--- src/rtl/sdram_arbiter.sv ---
// ============================================================================
// sdram_arbiter -- four round-robin read ports plus one buffered download
// write port sharing a single-outstanding-transaction SDRAM controller.
// Revision 1.0
// ============================================================================
`default_nettype none

module sdram_arbiter #(
  parameter int ADDR_WIDTH = 23,
  parameter int DATA_WIDTH = 32
) (
  input  logic                  clk,
  input  logic                  reset_n,
  input  logic [3:0]            rd_req,
  input  logic [ADDR_WIDTH-1:0] rd_addr_0,
  input  logic [ADDR_WIDTH-1:0] rd_addr_1,
  input  logic [ADDR_WIDTH-1:0] rd_addr_2,
  input  logic [ADDR_WIDTH-1:0] rd_addr_3,
  output logic [3:0]            rd_ack,
  output logic [3:0]            rd_valid,
  output logic [DATA_WIDTH-1:0] rd_q,
  input  logic                  dl_download,
  input  logic                  dl_wr,
  input  logic [ADDR_WIDTH-1:0] dl_addr,
  input  logic [DATA_WIDTH-1:0] dl_data,
  output logic                  dl_overrun,
  output logic [ADDR_WIDTH-1:0] sdram_addr,
  output logic [DATA_WIDTH-1:0] sdram_data,
  output logic                  sdram_we,
  output logic                  sdram_req,
  input  logic                  sdram_ack,
  input  logic                  sdram_valid,
  input  logic [DATA_WIDTH-1:0] sdram_q,
  output logic                  busy,
  output logic [2:0]            grant
);

  typedef enum logic [1:0] {
    IDLE       = 2'd0,
    WAIT_ACK   = 2'd1,
    WAIT_VALID = 2'd2
  } state_t;

  localparam logic [2:0] GRANT_DL = 3'd4;

  state_t                  state, state_next;
  logic [1:0]              ptr;
  logic [1:0]              rr_sel, rr_idx;
  logic                    rr_hit;
  logic [ADDR_WIDTH-1:0]   rd_addr_sel;
  logic                    issue_dl, issue_rd;
  logic                    ack_now, wr_ack_now;
  logic                    buf_pending;
  logic [ADDR_WIDTH-1:0]   buf_addr;
  logic [DATA_WIDTH-1:0]   buf_data;
  logic                    dl_download_d;

  // Lowest offset from ptr wins: iterate downwards so it is assigned last.
  always_comb begin
    rr_hit = 1'b0;
    rr_sel = ptr;
    rr_idx = ptr;
    for (int j = 3; j >= 0; j--) begin
      rr_idx = ptr + 2'(j);
      if (rd_req[rr_idx]) begin
        rr_hit = 1'b1;
        rr_sel = rr_idx;
      end
    end
  end

  always_comb begin
    case (rr_sel)
      2'd0:    rd_addr_sel = rd_addr_0;
      2'd1:    rd_addr_sel = rd_addr_1;
      2'd2:    rd_addr_sel = rd_addr_2;
      default: rd_addr_sel = rd_addr_3;
    endcase
  end

  assign ack_now    = (state == WAIT_ACK) && sdram_ack;
  assign wr_ack_now = ack_now && (grant == GRANT_DL);

  always_comb begin
    state_next = state;
    issue_dl   = 1'b0;
    issue_rd   = 1'b0;
    case (state)
      IDLE: begin
        if (buf_pending) begin
          issue_dl   = 1'b1;
          state_next = WAIT_ACK;
        end else if (!dl_download && rr_hit) begin
          issue_rd   = 1'b1;
          state_next = WAIT_ACK;
        end
      end
      WAIT_ACK: begin
        if (sdram_ack) state_next = (grant == GRANT_DL) ? IDLE : WAIT_VALID;
      end
      WAIT_VALID: begin
        if (sdram_valid) state_next = IDLE;
      end
      default: state_next = IDLE;
    endcase
  end

  always_ff @(posedge clk or negedge reset_n) begin
    if (!reset_n) state <= IDLE;
    else          state <= state_next;
  end

  // Request registers: launched on the grant edge, frozen until the ack edge.
  always_ff @(posedge clk or negedge reset_n) begin
    if (!reset_n) begin
      grant      <= 3'd0;
      ptr        <= 2'd0;
      sdram_req  <= 1'b0;
      sdram_we   <= 1'b0;
      sdram_addr <= '0;
      sdram_data <= '0;
    end else if (issue_dl) begin
      grant      <= GRANT_DL;
      sdram_req  <= 1'b1;
      sdram_we   <= 1'b1;
      sdram_addr <= buf_addr;
      sdram_data <= buf_data;
    end else if (issue_rd) begin
      grant      <= {1'b0, rr_sel};
      ptr        <= rr_sel + 2'd1;
      sdram_req  <= 1'b1;
      sdram_we   <= 1'b0;
      sdram_addr <= rd_addr_sel;
      sdram_data <= '0;
    end else if (ack_now) begin
      sdram_req  <= 1'b0;
    end
  end

  // Single-entry write buffer; a slot freed by this cycle's ack may be refilled.
  always_ff @(posedge clk or negedge reset_n) begin
    if (!reset_n) begin
      buf_pending   <= 1'b0;
      buf_addr      <= '0;
      buf_data      <= '0;
      dl_overrun    <= 1'b0;
      dl_download_d <= 1'b0;
    end else begin
      dl_download_d <= dl_download;
      if (dl_download && !dl_download_d) dl_overrun <= 1'b0;
      if (dl_wr) begin
        if (!buf_pending || wr_ack_now) begin
          buf_pending <= 1'b1;
          buf_addr    <= dl_addr;
          buf_data    <= dl_data;
        end else begin
          dl_overrun  <= 1'b1;
        end
      end else if (wr_ack_now) begin
        buf_pending <= 1'b0;
      end
    end
  end

  always_comb begin
    rd_ack   = 4'd0;
    rd_valid = 4'd0;
    for (int i = 0; i < 4; i++) begin
      rd_ack[i]   = sdram_ack   && (state == WAIT_ACK)   && (grant == 3'(i));
      rd_valid[i] = sdram_valid && (state == WAIT_VALID) && (grant == 3'(i));
    end
  end

  assign rd_q = sdram_q;
  assign busy = (state != IDLE);

endmodule

`default_nettype wire

--- config.mk ---
export PLATFORM = sky130hd
export DESIGN_NAME = sdram_arbiter
export DESIGN_NICKNAME = d
export VERILOG_FILES = /design/src/rtl/sdram_arbiter.sv
export SDC_FILE = /design/constraint.sdc
export NUM_CORES = 1
export LEC_CHECK = 0
export ABC_CLOCK_PERIOD_IN_PS = 7100
export CAP_MARGIN = 25
export CORE_ASPECT_RATIO = 0.6
export CORE_MARGIN = 3
export CORE_UTILIZATION = 45
export DETAILED_ROUTE_END_ITERATION = 8
export DONT_BUFFER_PORTS = 1
export HOLD_SLACK_MARGIN = 0.15
export PLACE_DENSITY_LB_ADDON = 0.12
export SYNTH_ARGS = -nofsm -noshare
export SYNTH_HDL_FRONTEND = slang
export SYNTH_SLANG_ARGS = --single-unit
--- constraint.sdc ---
create_clock -name clk -period 7.1 [get_ports clk]
set_input_delay 1.42 -clock clk [delete_from_list [all_inputs] [get_ports clk]]
set_output_delay 1.42 -clock clk [all_outputs]
set_load 0.005 [all_outputs]
## After elaboration in Yosys (flattened, before gate mapping)

Index checks and enable logic that the tools add are counted.

| storage, ports and cells | value |
|---|---|
| output and inout bits | 102 |
| logic and storage cells | 106 |
| bits of input ports | 189 |
| flip-flop bits (word level) | 122 |

| cells by class | value |
|---|---|
| equality and inequality tests | 12 |
| mux-type cells | 45 |
| reduce and logical (&&, ||, !) cells | 28 |
| $lt $le $gt $ge | 4 |
| bitwise gates (word level) | 1 |
| add/sub/neg operators | 4 |

Operators by type and width:

| cell | count |
|---|---|
| 23-bit case mux with 3 select lines | 1 |
| 32-bit two-way mux | 2 |
| 23-bit two-way mux | 2 |
| 1-bit two-way mux | 24 |
| 2-bit two-way mux | 9 |
| 1-bit logical AND | 13 |
| 2-bit by 3-bit < comparator with 1-bit output, second input constant | 4 |
| 1-bit binary-select mux with 2-bit select | 4 |
| 3-bit by 2-bit == test with 1-bit output, second input constant | 2 |
| 3-bit two-way mux | 2 |
| 2-bit case mux with 3 select lines | 1 |
| 2-bit AND reduction | 3 |
| 2-bit nonzero test | 3 |
| 2-bit by 1-bit adder with 2-bit output, second input constant | 2 |
| 2-bit adder, second input constant | 2 |
| 2-bit by 1-bit == test with 1-bit output, second input constant | 2 |
| 2-bit == test, second input constant | 2 |
| 2-bit zero test | 2 |
| 2-bit inequality test, second input constant | 2 |
| 3-bit by 1-bit == test with 1-bit output, second input constant | 1 |
| 3-bit == test, second input constant | 1 |
| 1-bit zero test | 3 |
| 3-bit zero test | 1 |
| 3-bit inequality test, second input constant | 1 |
| 5 further kinds | 5 |

## Longest topological paths before layout

Gate-level depths: netlist of run 1.

| logic depth | value |
|---|---|
| word-level depth | 13 |
| depth in mapped cells | 10 |
| mapped depth without buffers | 9 |

## Least setup slack after synthesis of run 1

Ideal clock, no wire load.

| timing path | value |
|---|---|
| path type | input to register |
| from | input rd_req[2] |
| to | register sdram_addr[10] |
| arrival | 3.215 ns |
| buffers on the path | 1 |
| setup slack | 3.759 ns |
| library setup time | 0.125 ns |
| data required time | 6.975 ns |
| stages | 9 |
| path through | nor2b_1 > or4_1 > o21a_1 > ha_1 > clkbuf_1 > a222oi_1 > mux2i_1 > nor3_1 > nor3_1 |

| on the way | value |
|---|---|
| longest elaborated chain between the ends | 11 |
| elaborated cells on any way between the ends | 27 |
| those cells by class | 2 x eq/ne; 22 x mux; 3 x reduce/logical |

RTL lines:

| element | line | RTL |
|---|---|---|
| from (decl) | 14 | `input logic [3:0] rd_req,` |
| branches (longest 11 deep; another with 23-bit case mux with 3 select lines) | -- |  |
| to (signal assigned) | 126 | `sdram_addr <= buf_addr;` |
| to (signal assigned) | 133 | `sdram_addr <= rd_addr_sel;` |
| to (decl) | 27 | `output logic [ADDR_WIDTH-1:0] sdram_addr,` |

Several ways; the timed one is not identified. The select of a mux whose other input is x is not followed.
A chain may end at the register's enable or synchronous reset.

## Worst setup path after layout of run 1

| timing path | value |
|---|---|
| from | input rd_req[2] |
| to | register sdram_addr[22] |

Same word-level chain as after synthesis.

==> results.tsv, run 1 <==
stage	metric	value	unit
floorplan	die_width	153	um
setup_path	slowest_stage	ha_1	
placement	gp_congestion	0.774	
synthesis	syn_area_per_cell	11.6	um^2
sta	fin_ws	3.59	ns
route	routed-via-count	4010	
power	ir_worst_vdd	207	uV
power	powerDensity	518	nW/um^2
placement	placedCellCount	604	
finish	fin_area	6280	um^2
grt	grt.busiest_layer	met2	
setup_path	critPathLaunch	rd_req[2]	
sta	rsz0062_at_grt	no	
grt	grt_pass1_wl	23.0	mm
clocking	clk_pin_slew_worst_paths	0.06	ns
route	avgViaCountPerCell	6.29	
finish	fin_nets	653	
synthesis	yosysSeqAreaShare	52.0	%
grt	grt_usage	20.5	%
sta	tightestPinTransition	0.971	ns
placement	place_area	5640	um^2
clocking	clock_path_buffers	2	
route	wl_per_cell	23.2	um
synthesis	postSynthCellCount	504	
power	p_leak	2.64	nW
sta	holdWs	0.473	ns
finish	fin_cells	638	
setup_path	critPathRequiredTime	7.43	ns
synthesis	yosys_register_bits	121	
finish	drive_gt1_share	21.6	%
synthesis	synthDominantCellAreaShare	52.0	%
setup_path	crit_path_end	sdram_addr[22]	
sta	slew_headroom	35.2	%
grt	grtUsageMet2	30.2	%
synthesis	synth_edf_count	0	
grt	first_global_vias	4008	
sta	slew_violations	0	
grt	antenna_found_initial	0	
clocking	cts_tree	built	
clocking	root_buffer	clkbuf_16	
clocking	cts_buffers	17	
setup_path	critPathLaunchType	input port	
grt	globalRouteMet1Util	27.9	%
setup_path	crit_chain	nor2b_1, or4_1, o21a_1, inv_1, ha_1, a222oi_1, mux2i_1, nor3_1, nor3_1	
sta	tns	0	ns
clocking	cts_setup_buffers	0	
synthesis	yosysWarnings	0	
floorplan	rows	31	
placement	hpwlAfterDp	10.0	mm
route	wl	14.8	mm
placement	portBuffers	0	
route	dr.pass1.iters	8	
clocking	clk-insertion-delay-late	0.41	ns
sta	fin_crit_sh	49.4	%
clocking	cts.sinks	121	
finish	antennaDiodeCount	0	
floorplan	initial_core_util	47.2	%
synthesis	synth_commonest_cells	dfrtp_1 (121), nor3_1 (75), mux2_2 (56)	
route	drtIter0Drc	267	
clocking	ctsResizeCount	0	
floorplan	core	12300	um^2
route	drc	0	
setup_path	reg2reg_from	ptr[1]	
setup_path	cp_slowest_stage_delay	0.77	ns
finish	area_delta_synth_final	7.93	%
synthesis	post-synth-top-count-cell	dfrtp_1	
setup_path	cp_data_arrival_time	3.84	ns
placement	dp_slack	3.15	ns
sta	setup_viol	0	
sta	finClkSkew	0.00671	ns
route	ant_nets	0	
floorplan	pin_count	291	
outcome	run_status	finished clean	
setup_path	path_max_fanout	23	
setup_path	crit_top_cell	nor3_1	
synthesis	synth_cell_types	36	
synthesis	ys_top_cells_by_area	dfrtp_1 (52%), mux2_2 (11%), nor3_1 (6.4%)	
grt	grt_overflow	0	
synthesis	syn_area	5820	um^2
clocking	postCtsHoldBufs	0	
synthesis	synth-main-ff-cell	dfrtp_1	
sta	period_minus_slack	3.51	ns
setup_path	end_kind	flip-flop	
clocking	htree_num_levels	4	
setup_path	rr_worst_depth	9	
floorplan	dieArea	14400	um^2
setup_path	regToRegEndpoint	sdram_addr[22]	
synthesis	synth_top_area_cell	dfrtp_1	
worst_hold_path	min_path_type	flip-flop to flip-flop	
grt	grtUsageMet3	8.28	%
sta	max_freq	0.285	GHz
setup_path	r2r_setup_slack	4.19	ns
floorplan	dieHeight	94.1	um
synthesis	synthArstFlopShare	100	%
sta	hold_violations	0	
setup_path	worstSetupPathType	input port to flip-flop	
flow_run	maxCapViolCount	0	
synthesis	synth_nets	697	
grt	grt_max_degree	122	
## area by class of cell
| class | count | area (um^2) |
|---|---|---|
| multi-input cells | 284 | 2260 |
| well taps | 165 | 206 |
| inverters | 30 | 113 |
| flip-flops and latches | 121 | 3030 |
| repair buffers | 6 | 77.6 |
| fillers | 1085 | 6050 |
| clock inverters | 15 | 170 |
| clock buffers | 17 | 425 |
## routing by layer
| layer | part of all wire (%) | vias up | wire length [um] |
|---|---|---|---|
| met5 | 0 | - | 0 |
| met4 | 1.1 | 0 | 165 |
| met2 | 45 | 200 | 6620 |
| li1 | - | 1761 | - |
| met3 | 9.3 | 15 | 1390 |
| met1 | 45 | 2034 | 6650 |
## state kept, by name (all words and copies together), names as in the netlist
| register | count |
|---|---|
| buf_data | 32 |
| sdram_data | 32 |
| buf_addr | 23 |
| sdram_addr | 23 |
| grant | 2 |
| ptr | 2 |
| state | 2 |
| buf_pending | 1 |
| dl_download_d | 1 |
| dl_overrun | 1 |
| sdram_req | 1 |
| sdram_we | 1 |
## metrics by stage
step	power, W	utilization [%]
after floorplan	0.00215	-
after global placement	0.00235	45.7
after detailed placement	0.00240	45.7
after CTS	0.00327	50.6
after global routing	0.00348	51.0
final	0.00325	51.0
## cell usage in the layout (no fill, tap or decap), types with 2 or more instances in the layout
cell type     n
inv_8         2
mux2_2       56
nor3b_1       2
mux2i_1      23
nor2_1        7
o21ai_0       6
dfrtp_1     120
inv_6         2
clkinv_4      4
or4_1         2
o22ai_1      23
nand2b_1      2
a222oi_1     23
clkinvlp_4    4
clkbuf_16    17
nor2_2        2
a22o_1       33
buf_4         4
nor4_1        2
nor3_1       75
ha_1          4
bufinv_16     2
inv_1        30
nand2_1       8
nor2b_1       3
## power by group
part	internal [W]	switching (W)
sequential	0.00103	0.000293
combinational	0.000541	0.000536
clock	0.000524	0.000331
## worst max-delay path, delay by kind of cell
| family | cells | cell delay, ns |
|---|---|---|
| fa+ha+maj | 1 | 0.77 |
| mux | 1 | 0.27 |
| compound gates | 2 | 0.38 |
| buf+inv | 1 | 0.09 |
| simple gates | 4 | 0.90 |
## worst min-delay path by stage
stage                             start        endpoint  slack, ns  depth (start not counted)
after floorplan           dl_download_d      dl_overrun       0.44                          2
after global placement    dl_download_d      dl_overrun       0.46                          2
after detailed placement  dl_download_d      dl_overrun       0.47                          2
after CTS                 dl_download_d      dl_overrun       0.48                          2
after global routing       buf_data[24]  sdram_data[24]       0.51                          1
final                     dl_download_d      dl_overrun       0.47                          2
## cell families (layout without fill, tap and decap cells)
kind of cell               count (synthesis)  in the layout  share of synthesized area, %
DFF                                      121            121                          52.0
and+or+nand+nor                          108            108                          9.76
AOI/OAI and AO/OA                         93             93                          13.3
muxes                                     79             79                          14.8
buffers and inverters                     99             68                          9.30
adders and majority gates                  4              4                         0.860
Power figures use the tool's default switching activity.
==> inputs of run 2 (changes only) <==
--- a/config.mk
+++ b/config.mk
@@ -5,7 +5,7 @@
 export SDC_FILE = /design/constraint.sdc
 export NUM_CORES = 1
 export LEC_CHECK = 0
-export ABC_CLOCK_PERIOD_IN_PS = 7100
+export ABC_CLOCK_PERIOD_IN_PS = 2900
 export CAP_MARGIN = 25
 export CORE_ASPECT_RATIO = 0.6
 export CORE_MARGIN = 3
==> constraint.sdc (replaced) <==
create_clock -name clk -period 2.9 [get_ports clk]
set_input_delay 0.58 -clock clk [delete_from_list [all_inputs] [get_ports clk]]
set_output_delay 0.58 -clock clk [all_outputs]
set_load 0.005 [all_outputs]
==> results.tsv, run 2 (synthesis gave the netlist of run 1 again) <==
stage	metric	value	unit	change
outcome	run_status	complete, but fails checks		
outcome	violations	hold timing		
sta	max_freq	0.386	GHz	
placement	hpwlAfterDp	10.2	mm	+1.4%
route	routed-via-count	4045		+0.87%
setup_path	worstSetupPathType	flip-flop to flip-flop		
flow_run	maxCapViolCount	0		unchanged
setup_path	end_kind	flip-flop		
sta	hold_violations	121		+121
power	intPower	0.00553	W	+160%
floorplan	die_width	153	um	unchanged
finish	layout_commonest_cell	dfrtp_1		
setup_path	rr_worst_depth	9		unchanged
finish	area_delta_synth_final	10.1	%	
sta	rsz0062_at_grt	no		
power	swShare	33.8	%	-1.9 points
floorplan	dieArea	14400	um^2	unchanged
finish	fillers	1031		-5.0%
grt	grt_pass1_wl	23.3	mm	+1.6%
setup_path	reg2reg_from	ptr[1]		
route	dr.pass1.iters	6		-2
clocking	cts_tree	built		
grt	antenna_found_initial	0		unchanged
floorplan	initial_core_util	47.2	%	unchanged
clocking	cts.sinks	121		unchanged
setup_path	crit_chain	nor3b_1, or4_1, o21a_1, ha_2, buf_4, a222oi_1, mux2i_1, nor3_1, nor3_1		
grt	grt_overflow	0		unchanged
grt	grt_max_degree	122		unchanged
clocking	cts_setup_buffers	0		unchanged
finish	antennaDiodeCount	0		unchanged
setup_path	slowest_stage	or4_1		
finish	layout_common_cells	dfrtp_1 (120), nor3_1 (75), mux2_2 (56)		
power	clkPwrFrac	29.1	%	+2.8 points
sta	fin_crit_sh	89.2	%	
clocking	clk_pin_slew_worst_paths	0.06	ns	about the same
sta	holdWs	-0.132	ns	-0.605 ns
finish	fin_cells	644		+0.94%
setup_path	regToRegEndpoint	sdram_addr[7]		
setup_path	crit_path_end	sdram_addr[7]		
worst_hold_path	min_path_type	input port to asynchronous set/reset pin		
placement	placedCellCount	612		+1.3%
clocking	htree_num_levels	4		unchanged
setup_path	path_max_fanout	15		-35%
power	ir_worst_vdd	483	uV	+130%
clocking	clock_path_buffers	2		unchanged
floorplan	rows	31		unchanged
route	avgViaCountPerCell	6.28		about the same
route	drtIter0Drc	283		+6.0%
power	combinationalPowerShare	32.9	%	-0.2 points
power	switchingPower	0.00282	W	+140%
placement	dp_slack	-0.0307	ns	-3.18 ns
sta	period_minus_slack	2.59	ns	
power	powerDensity	1300	nW/um^2	+150%
sta	finClkSkew	0.00674	ns	+0.0000309 ns
grt	grt.busiest_layer	met2		
sta	slew_headroom	44.5	%	+9.2 points
sta	slew_violations	0		unchanged
finish	fin_nets	659		+0.92%
setup_path	critPathLaunchType	flip-flop		
clocking	cts_buffers	17		unchanged
setup_path	cp_data_arrival_time	2.88	ns	-0.96 ns
setup_path	r2r_setup_slack	0.31	ns	-3.88 ns
grt	first_global_vias	4238		+5.7%
finish	drive_gt1_share	22.8	%	+1.2 points
setup_path	critPathLaunch	ptr[1]		
route	ant_nets	0		unchanged
grt	grt_usage	20.5	%	-0.044 points
floorplan	dieHeight	94.1	um	unchanged
placement	portBuffers	0		unchanged
route	wl_per_cell	23.1	um	-0.76%
sta	tns	0	ns	unchanged
floorplan	pin_count	291		unchanged
grt	globalRouteMet1Util	27.6	%	-0.27 points
power	seq_power_share	38.0	%	-2.6 points
clocking	clk-insertion-delay-late	0.40	ns	about the same
grt	grtUsageMet2	30.4	%	+0.18 points
clocking	root_buffer	clkbuf_16		
grt	grtUsageMet3	7.96	%	-0.32 points
sta	tightestPinTransition	0.833	ns	-0.139 ns
setup_path	crit_top_cell	nor3_1		
setup_path	cp_slowest_stage_delay	0.46	ns	-0.31 ns
placement	gp_congestion	0.750		-3.2%
setup_path	critPathRequiredTime	3.19	ns	-4.24 ns
route	drc	0		unchanged
sta	fin_ws	0.312	ns	-3.28 ns
finish	reg.largest.list	buf_data x32, sdram_data x32		
route	wl	14.9	mm	+0.18%
sta	setup_viol	0		unchanged
power	p_leak	2.71	nW	+2.6%
floorplan	core	12300	um^2	unchanged
## run 2: cell type report
| type | count | area, um^2 | share of cell area (%) |
|---|---|---|---|
| Timing Repair Buffer | 12 | 115 | 1.80 |
| Inverter | 30 | 113 | 1.76 |
| Sequential cell | 121 | 3030 | 47.2 |
| Clock buffer | 18 | 439 | 6.85 |
| Multi-Input combinational cell | 284 | 2270 | 35.3 |
| Clock inverter | 14 | 244 | 3.80 |
| Tap cell | 165 | 206 | 3.22 |
## run 2: critical path: cells and delay by family (launching register included)
family	cells	cell delay [ns]
multiplexers	1	0.14
buffers and inverters	1	0.20
flip-flops	1	0.42
adder cells (fa/ha/maj)	1	0.31
AO/OA/AOI/OAI	2	0.54
AND/OR/NAND/NOR	4	0.86
## run 2: worst min path at each step
stage	start	end	slack, ns	cells past startpoint
5_1_grt	reset_n	buf_data[15]	-0.16	0
6_report	reset_n	buf_data[10]	-0.13	0
4_1_cts	reset_n	sdram_data[10]	-0.15	0
3_5_place_dp	reset_n	sdram_data[10]	0.29	0
2_1_floorplan	reset_n	buf_addr[0]	0.28	0
3_3_place_gp	reset_n	sdram_data[10]	0.29	0
## run 2: layer usage
metal	up-vias	wire [um]
met5	-	0
met4	0	163
met3	16	1360
met2	196	6860
met1	2064	6470
li1	1769	-
## run 2: what timing repair did
item | in CTS | in global routing
endpoints found under the hold margin | 121 | 121
resized for setup | 0 | 1
setup endpoints to repair | 0 | 8
## run 2: through the flow
stage / area [um^2] / power (W) / util (%)
after floorplan: 5820 / 0.00525 / -
after global placement: 5730 / 0.00584 / 46.4
after detailed placement: 5730 / 0.00595 / 46.4
after CTS: 6410 / 0.00842 / 52.0
after global routing: 6410 / 0.00889 / 52.0
final: 6410 / 0.00835 / 52.0
## run 2: power groups by stage
stage / registers (W) / logic, W / clock network [W]
2_1_floorplan: 0.00297 / 0.00228 / 0
3_3_place_gp: 0.00317 / 0.00267 / 0
3_5_place_dp: 0.00320 / 0.00276 / 0
4_1_cts: 0.00318 / 0.00277 / 0.00248
5_1_grt: 0.00328 / 0.00305 / 0.00256
6_report: 0.00317 / 0.00274 / 0.00243
